--- config.mk ---
export PLATFORM = sky130hd
export DESIGN_NAME = spi_master
export DESIGN_NICKNAME = d
export VERILOG_FILES = /design/src/rtl/spi_master.sv
export SDC_FILE = /design/constraint.sdc
export NUM_CORES = 1
export LEC_CHECK = 0
export ABC_AREA = 1
export BUFFER_PORTS_ARGS = -buffer_cell sky130_fd_sc_hd__clkbuf_2
export CAP_MARGIN = 25
export CORE_MARGIN = 3
export CORE_UTILIZATION = 61
export CTS_CLUSTER_SIZE = 30
export DETAILED_ROUTE_END_ITERATION = 10
export PLACE_DENSITY = 0.84
export SYNTH_ARGS = -nofsm -noshare
export SYNTH_HDL_FRONTEND = slang
export SYNTH_SLANG_ARGS = --single-unit
--- constraint.sdc ---
create_clock -name clk -period 4.2 [get_ports clk]
set_input_delay 1.05 -clock clk [delete_from_list [all_inputs] [get_ports clk]]
set_output_delay 1.05 -clock clk [all_outputs]
set_load 0.005 [all_outputs]
--- src/rtl/spi_master.sv ---
// spi_master: mode-0 SPI master, MSB first; host valid/ready byte in (tx_*), rx_data/rx_valid out, SCK/MOSI/MISO/SSEL pins, busy; define SPI_MASTER_LOOPBACK_EN to add a loopback input that feeds MOSI back into the receive path
module spi_master #(
  parameter int CLK_DIV = 4,
  parameter int DATA_W  = 8,
  parameter int GAP_CYC = 4
) (
  input  logic              clk,
  input  logic              rst,
`ifdef SPI_MASTER_LOOPBACK_EN
  input  logic              loopback,
`endif
  input  logic [DATA_W-1:0] tx_data,
  input  logic              tx_last,
  input  logic              tx_valid,
  output logic              tx_ready,
  output logic [DATA_W-1:0] rx_data,
  output logic              rx_valid,
  output logic              busy,
  output logic              SCK,
  output logic              MOSI,
  input  logic              MISO,
  output logic              SSEL
);
  localparam int CMAX = CLK_DIV > GAP_CYC ? CLK_DIV : GAP_CYC;
  localparam int CW = $clog2(CMAX + 1);
  localparam int BW = $clog2(DATA_W);
  typedef enum logic [2:0] {IDLE, SETUP, HIGH, LOW, HOLD, WAIT, GAP} state_t;
  state_t state;
  logic [CW-1:0] cnt;
  logic [BW-1:0] bit_cnt;
  logic [DATA_W-1:0] tx_sh, rx_sh;
  logic last_q, miso_m, miso_s, rx_bit, accept, div_end, gap_end;
`ifdef SPI_MASTER_LOOPBACK_EN
  assign rx_bit = loopback ? MOSI : miso_s;
`else
  assign rx_bit = miso_s;
`endif
  assign accept = tx_valid && tx_ready;
  assign div_end = cnt == CW'(CLK_DIV - 1);
  assign gap_end = cnt == CW'(GAP_CYC - 1);
  always_ff @(posedge clk) begin
    if (rst) begin
      state <= IDLE;
      cnt <= '0;
      bit_cnt <= '0;
      tx_sh <= '0;
      rx_sh <= '0;
      last_q <= 1'b0;
      miso_m <= 1'b0;
      miso_s <= 1'b0;
      tx_ready <= 1'b1;
      rx_data <= '0;
      rx_valid <= 1'b0;
      busy <= 1'b0;
      SCK <= 1'b0;
      MOSI <= 1'b0;
      SSEL <= 1'b1;
    end else begin
      miso_m <= MISO;
      miso_s <= miso_m;
      rx_valid <= 1'b0;
      cnt <= cnt + 1'b1;
      case (state)
        IDLE, WAIT: begin
          cnt <= '0;
          if (accept) begin
            state <= SETUP;
            bit_cnt <= '0;
            tx_sh <= tx_data;
            last_q <= tx_last;
            MOSI <= tx_data[DATA_W-1];
            SSEL <= 1'b0;
            tx_ready <= 1'b0;
            busy <= 1'b1;
          end
        end
        SETUP: if (div_end) begin
          state <= HIGH;
          cnt <= '0;
          SCK <= 1'b1;
        end
        HIGH: if (div_end) begin
          state <= LOW;
          cnt <= '0;
          SCK <= 1'b0;
          rx_sh <= {rx_sh[DATA_W-2:0], rx_bit};
          if (bit_cnt != BW'(DATA_W - 1)) begin
            tx_sh <= tx_sh << 1;
            MOSI <= tx_sh[DATA_W-2];
          end
        end
        LOW: if (div_end) begin
          cnt <= '0;
          if (bit_cnt == BW'(DATA_W - 1)) begin
            state <= HOLD;
            rx_data <= rx_sh;
            rx_valid <= 1'b1;
          end else begin
            state <= HIGH;
            bit_cnt <= bit_cnt + 1'b1;
            SCK <= 1'b1;
          end
        end
        HOLD: if (div_end) begin
          cnt <= '0;
          if (last_q) begin
            state <= GAP;
            SSEL <= 1'b1;
            MOSI <= 1'b0;
          end else begin
            state <= WAIT;
            tx_ready <= 1'b1;
          end
        end
        GAP: if (gap_end) begin
          state <= IDLE;
          cnt <= '0;
          tx_ready <= 1'b1;
          busy <= 1'b0;
        end
        default: state <= IDLE;
      endcase
    end
  end
endmodule

# Word level (Yosys, flattened, before mapping)
# Index checks and enable logic that the tools add are counted.
dict set report totals {
  output_inout_bits 14
  input_bits 13
  elab_cells 101
  regBits 41
}
dict set report classes {
  muxes 40
  bitwise_logic 2
  n_eq_ne 19
  add_sub_neg 2
  reduce_logical 23
}
# operator n
set ops {}
lappend ops {{$mux W3} 11}
lappend ops {{$mux W7} 3}
lappend ops {{$ne A2 B2 Y1 const B} 10}
lappend ops {{$pmux W3 S6} 1}
lappend ops {{$mux W1} 16}
lappend ops {{$pmux W7 S2} 1}
lappend ops {{$eq A3 B3 Y1 const B} 4}
lappend ops {{$pmux W3 S2} 2}
lappend ops {{$reduce_and A4 Y1} 3}
lappend ops {{$reduce_and A6 Y1} 2}
lappend ops {{$reduce_and A5 Y1} 2}
lappend ops {{$eq A3 B2 Y1 const B} 3}
lappend ops {{$pmux W1 S3} 3}
lappend ops {{$reduce_bool A3 Y1} 3}
lappend ops {{$reduce_bool A2 Y1} 4}
lappend ops {{$add A3 B1 Y3 const B} 2}
lappend ops {{$reduce_and A3 Y1} 2}
lappend ops {{$reduce_or A5 Y1} 1}
lappend ops {{$pmux W1 S2} 2}
lappend ops {{$reduce_and A2 Y1} 2}
lappend ops {{$eq A3 B1 Y1 const B} 1}
lappend ops {{$logic_not A3 Y1} 1}
lappend ops {{$ne A3 B3 Y1 const B} 1}
lappend ops {{$reduce_or A3 Y1} 1}
lappend ops {{other kinds (4)} 5}

# Longest topological paths before layout
dict set report depth {
  ltp_word 4
  depth_mapped 11
  depth_no_buf 10
}

# Worst setup path before layout
# Ideal clock, no wire load.
dict set report synth_timing {
  path_kind {input-to-reg}
  startpoint {in rst}
  endpoint {reg last_q}
  t_arrival_ns 1.760
  required_ns 4.082
  path_slack_ns 2.322
  path_buffers 2
  path_stages 5
  cell_sequence {clkbuf_1 inv_1 clkbuf_1 o21ai_0 nor2_1}
}
# item line
set synth_rtl {}
lappend synth_rtl {{start: declaration} 8} ;# input logic rst,
lappend synth_rtl {{end signal: assignment} 70} ;# last_q <= tx_last;
lappend synth_rtl {{end: declaration} 32} ;# logic last_q, miso_m, miso_s, rx_bit, accept, div_end, gap_end;

==> flow_summary.json <==
{
  "regArea_um2": 821,
  "synth.area.mux_share_pct": 0,
  "wl_per_cell_um": 11.1,
  "std_cell_rows": 20,
  "ir_worst_vdd_uv": 321,
  "grt_overflow": 0,
  "power.density_nw_per_um2": 666,
  "antenna_found_initial": 0,
  "period_minus_slack_ns": 1.93,
  "leakage_nw": 1.13,
  "skew_ns": 0.0108,
  "ys_warn_count": 0,
  "num_vias": 1836,
  "core_area_um2": 3130,
  "hold_violations": 0,
  "hpwl_um": 2810,
  "ys_ff_latch": 41,
  "fmax_mhz": 519,
  "initial_utilization_pct": 65.1,
  "path_max_fanout": 33,
  "grt_use_total_pct": 21.5,
  "die_height_um": 63.8,
  "via_per_inst": 5.13,
  "syn_avg_cell_area_um2": 7.02,
  "wl_um": 3970,
  "fillCellCount": 290,
  "status": "completed",
  "synthAdderAreaFrac_pct": 4.91,
  "setup_viol": 0,
  "syn_inst": 290,
  "synth_top_area_share_pct": 40.3,
  "numCtsBuffers": 5,
  "synth_top_area_cell": "dfxtp_1",
  "power.internal_uw": 799,
  "yosys.area_share.xor_xnor_pct": 0,
  "cp-start-kind": "input port",
  "worstSkewPairLatency_ns": 0.37,
  "antenna_cells": 0,
  "cp.arrival_ns": 2.23,
  "syn_area_um2": 2040,
  "cts-root-buf": "clkbuf_4",
  "dr.first_iter.drc_count": 134,
  "ant_nets": 0,
  "clkSinkCount": 41,
  "synth_top_family_by_area": "simple AND/OR/NAND/NOR gates",
  "path_class": "in -> reg",
  "final.period_utilization_pct": 45.9,
  "synth.net_count": 311,
  "htree_levels": 2,
  "switching_share_pct": 45.5,
  "worst_path_max_delay_cell": "inv_1",
  "port_buffers": 26,
  "maxCapViolCount": 0,
  "slew_headroom_pct": 43.5,
  "worst_pin_slew_ns": 0.846,
  "drc": 0,
  "cp_num_buf_inv": 2,
  "path_delay_family": "buffers and inverters",
  "hold_class": "reg -> reg",
  "max_stage_delay_ns": 0.65,
  "gp_congestion": 0.888,
  "cts_buffer_depth": 2,
  "cts_tree": "done",
  "clkPwrFrac_pct": 15.0,
  "die_w_um": 63.8,
  "firstDrtPassIters": 4,
  "cts_setup_buffers": 0,
  "io_pins": 27,
  "synth_area_leaders": "dfxtp_1, nand2_1, nor2_1, o21ai_0, ha_1",
  "yosys.area_share.simple_pct": 36.1,
  "holdBufCountCts": 0,
  "grt_pass1_vias": 1669,
  "power_frac_comb_pct": 47.6,
  "nets": 334,
  "drive_gt1_share_pct": 16.9,
  "placedCellCount": 350,
  "ctsResizeCount": 0,
  "synth_compound_area_share_pct": 9.28,
  "multiInputGateArea_um2": 1020,
  "synth_cell_types": 26,
  "rsz0062_at_grt": "false",
  "die-area_um2": 4070,
  "syn2layout_area_growth_pct": 8.05,
  "power_switching_uw": 666,
  "path_cells": "clkbuf_2 -> inv_1 -> o21ai_0 -> a21oi_1",
  "cp-end-kind": "register",
  "ys_seq_area_share_pct": 40.3,
  "fin_total_pwr_mw": 1.47,
  "required_ns": 4.50,
  "grt_pass1_wl_um": 7070,
  "seqPwrFrac_pct": 37.4,
  "grt_max_degree": 34,
  "layout.cells.non_filler": 358,
  "path_clk_slew_ns": 0.12,
  "fin_tns_setup_ns": 0,
  "drv_slew": 0
}
## worst min-delay path: stages, from the launching register on
cell and delay [ns]:
dfxtp_1 0.32, inv_1 0.04, nor2_1 0.03
## layer usage
metal  wire, um  share of wire [%]  GRT usage [%]  up-vias
met5          0                  0              0        -
met4         53                1.3           6.47        0
met3        225                5.7           4.75       10
met2       1930                 48           37.5       49
met1       1770                 44           26.1      821
li1           -                  -              -      956
## cell usage in the layout, fill, tap and decap left out, drive strengths merged
cell	synthesis	layout
nand3	14	14
clkbuf	4	32
clkinv	0	2
nor3	5	5
ha	8	8
nand2	74	74
a211oi	1	1
or2	1	1
inv	28	28
o21ai	26	26
a21oi	8	8
nor4	1	1
nand4	3	3
dfxtp	41	41
o211ai	1	1
nor2	69	69
## synth_stat cells, drive strengths merged
cell    instances
a211oi          1
a21oi           8
buf             6
clkbuf          4
dfxtp          41
ha              8
inv            28
nand2          74
nand3          14
nand4           3
nor2           69
nor3            5
nor4            1
o211ai          1
o21ai          26
or2             1
## final timing paths
| kind | slack, ns | startpoint | cells past startpoint | end |
|---|---|---|---|---|
| worst max-delay path | 2.27 | rst | 4 | SCK$_SDFFE_PP0P_ |
| worst min-delay path | 0.42 | miso_m$_SDFF_PP0_ | 2 | miso_s$_SDFF_PP0_ |
| worst max register to register | 2.31 | state[0]$_SDFFE_PP0P_ | 7 | rx_data[6]$_SDFFE_PP0P_ |
| worst min register to register | 0.42 | miso_m$_SDFF_PP0_ | 2 | miso_s$_SDFF_PP0_ |
## power groups by stage
stage / sequential, mW / combinational (mW) / clock (mW)
after global placement: 0.552 / 0.675 / 0
after floorplan: 0.527 / 0.638 / 0
after detailed placement: 0.556 / 0.695 / 0
after global routing: 0.558 / 0.816 / 0.236
after CTS: 0.548 / 0.699 / 0.220
final: 0.548 / 0.698 / 0.219
## cell families after synthesis
logic type,Yosys count
AOI/OAI and AO/OA,36
adders and majority gates,8
buffers and inverters,38
and+or+nand+nor,167
DFF,41
## cell type report
| class | instances | share of cell area [%] |
|---|---|---|
| tap | 44 | 2.50 |
| clock buffer | 6 | 2.33 |
| clock inverter | 2 | 0.625 |
| timing repair buffer | 26 | 5.91 |
| inverter | 28 | 4.78 |
| sequential | 41 | 37.3 |
| multi-input combinational | 211 | 46.6 |
## flip-flops by register name, summed over array words and instances (netlist names), 3 cells and up
signal and cells:
rx_sh 8, tx_sh 7, bit_cnt 3, state 3
cnt 3, rx_data 8
## through the flow
step | util [%] | hold slack (ns) | area (um^2) | setup WS, ns
6_report | 70.4 | 0.420 | 2200 | 2.27
5_1_grt | 70.4 | 0.433 | 2200 | 2.09
4_1_cts | 70.4 | 0.422 | 2200 | 2.23
3_5_place_dp | 68.3 | 0.403 | 2140 | 1.84
3_3_place_gp | 68.3 | 0.396 | 2140 | 1.86
2_1_floorplan | - | 0.388 | 2040 | 2.32
No activity file was read; power rests on OpenSTA's default activity.
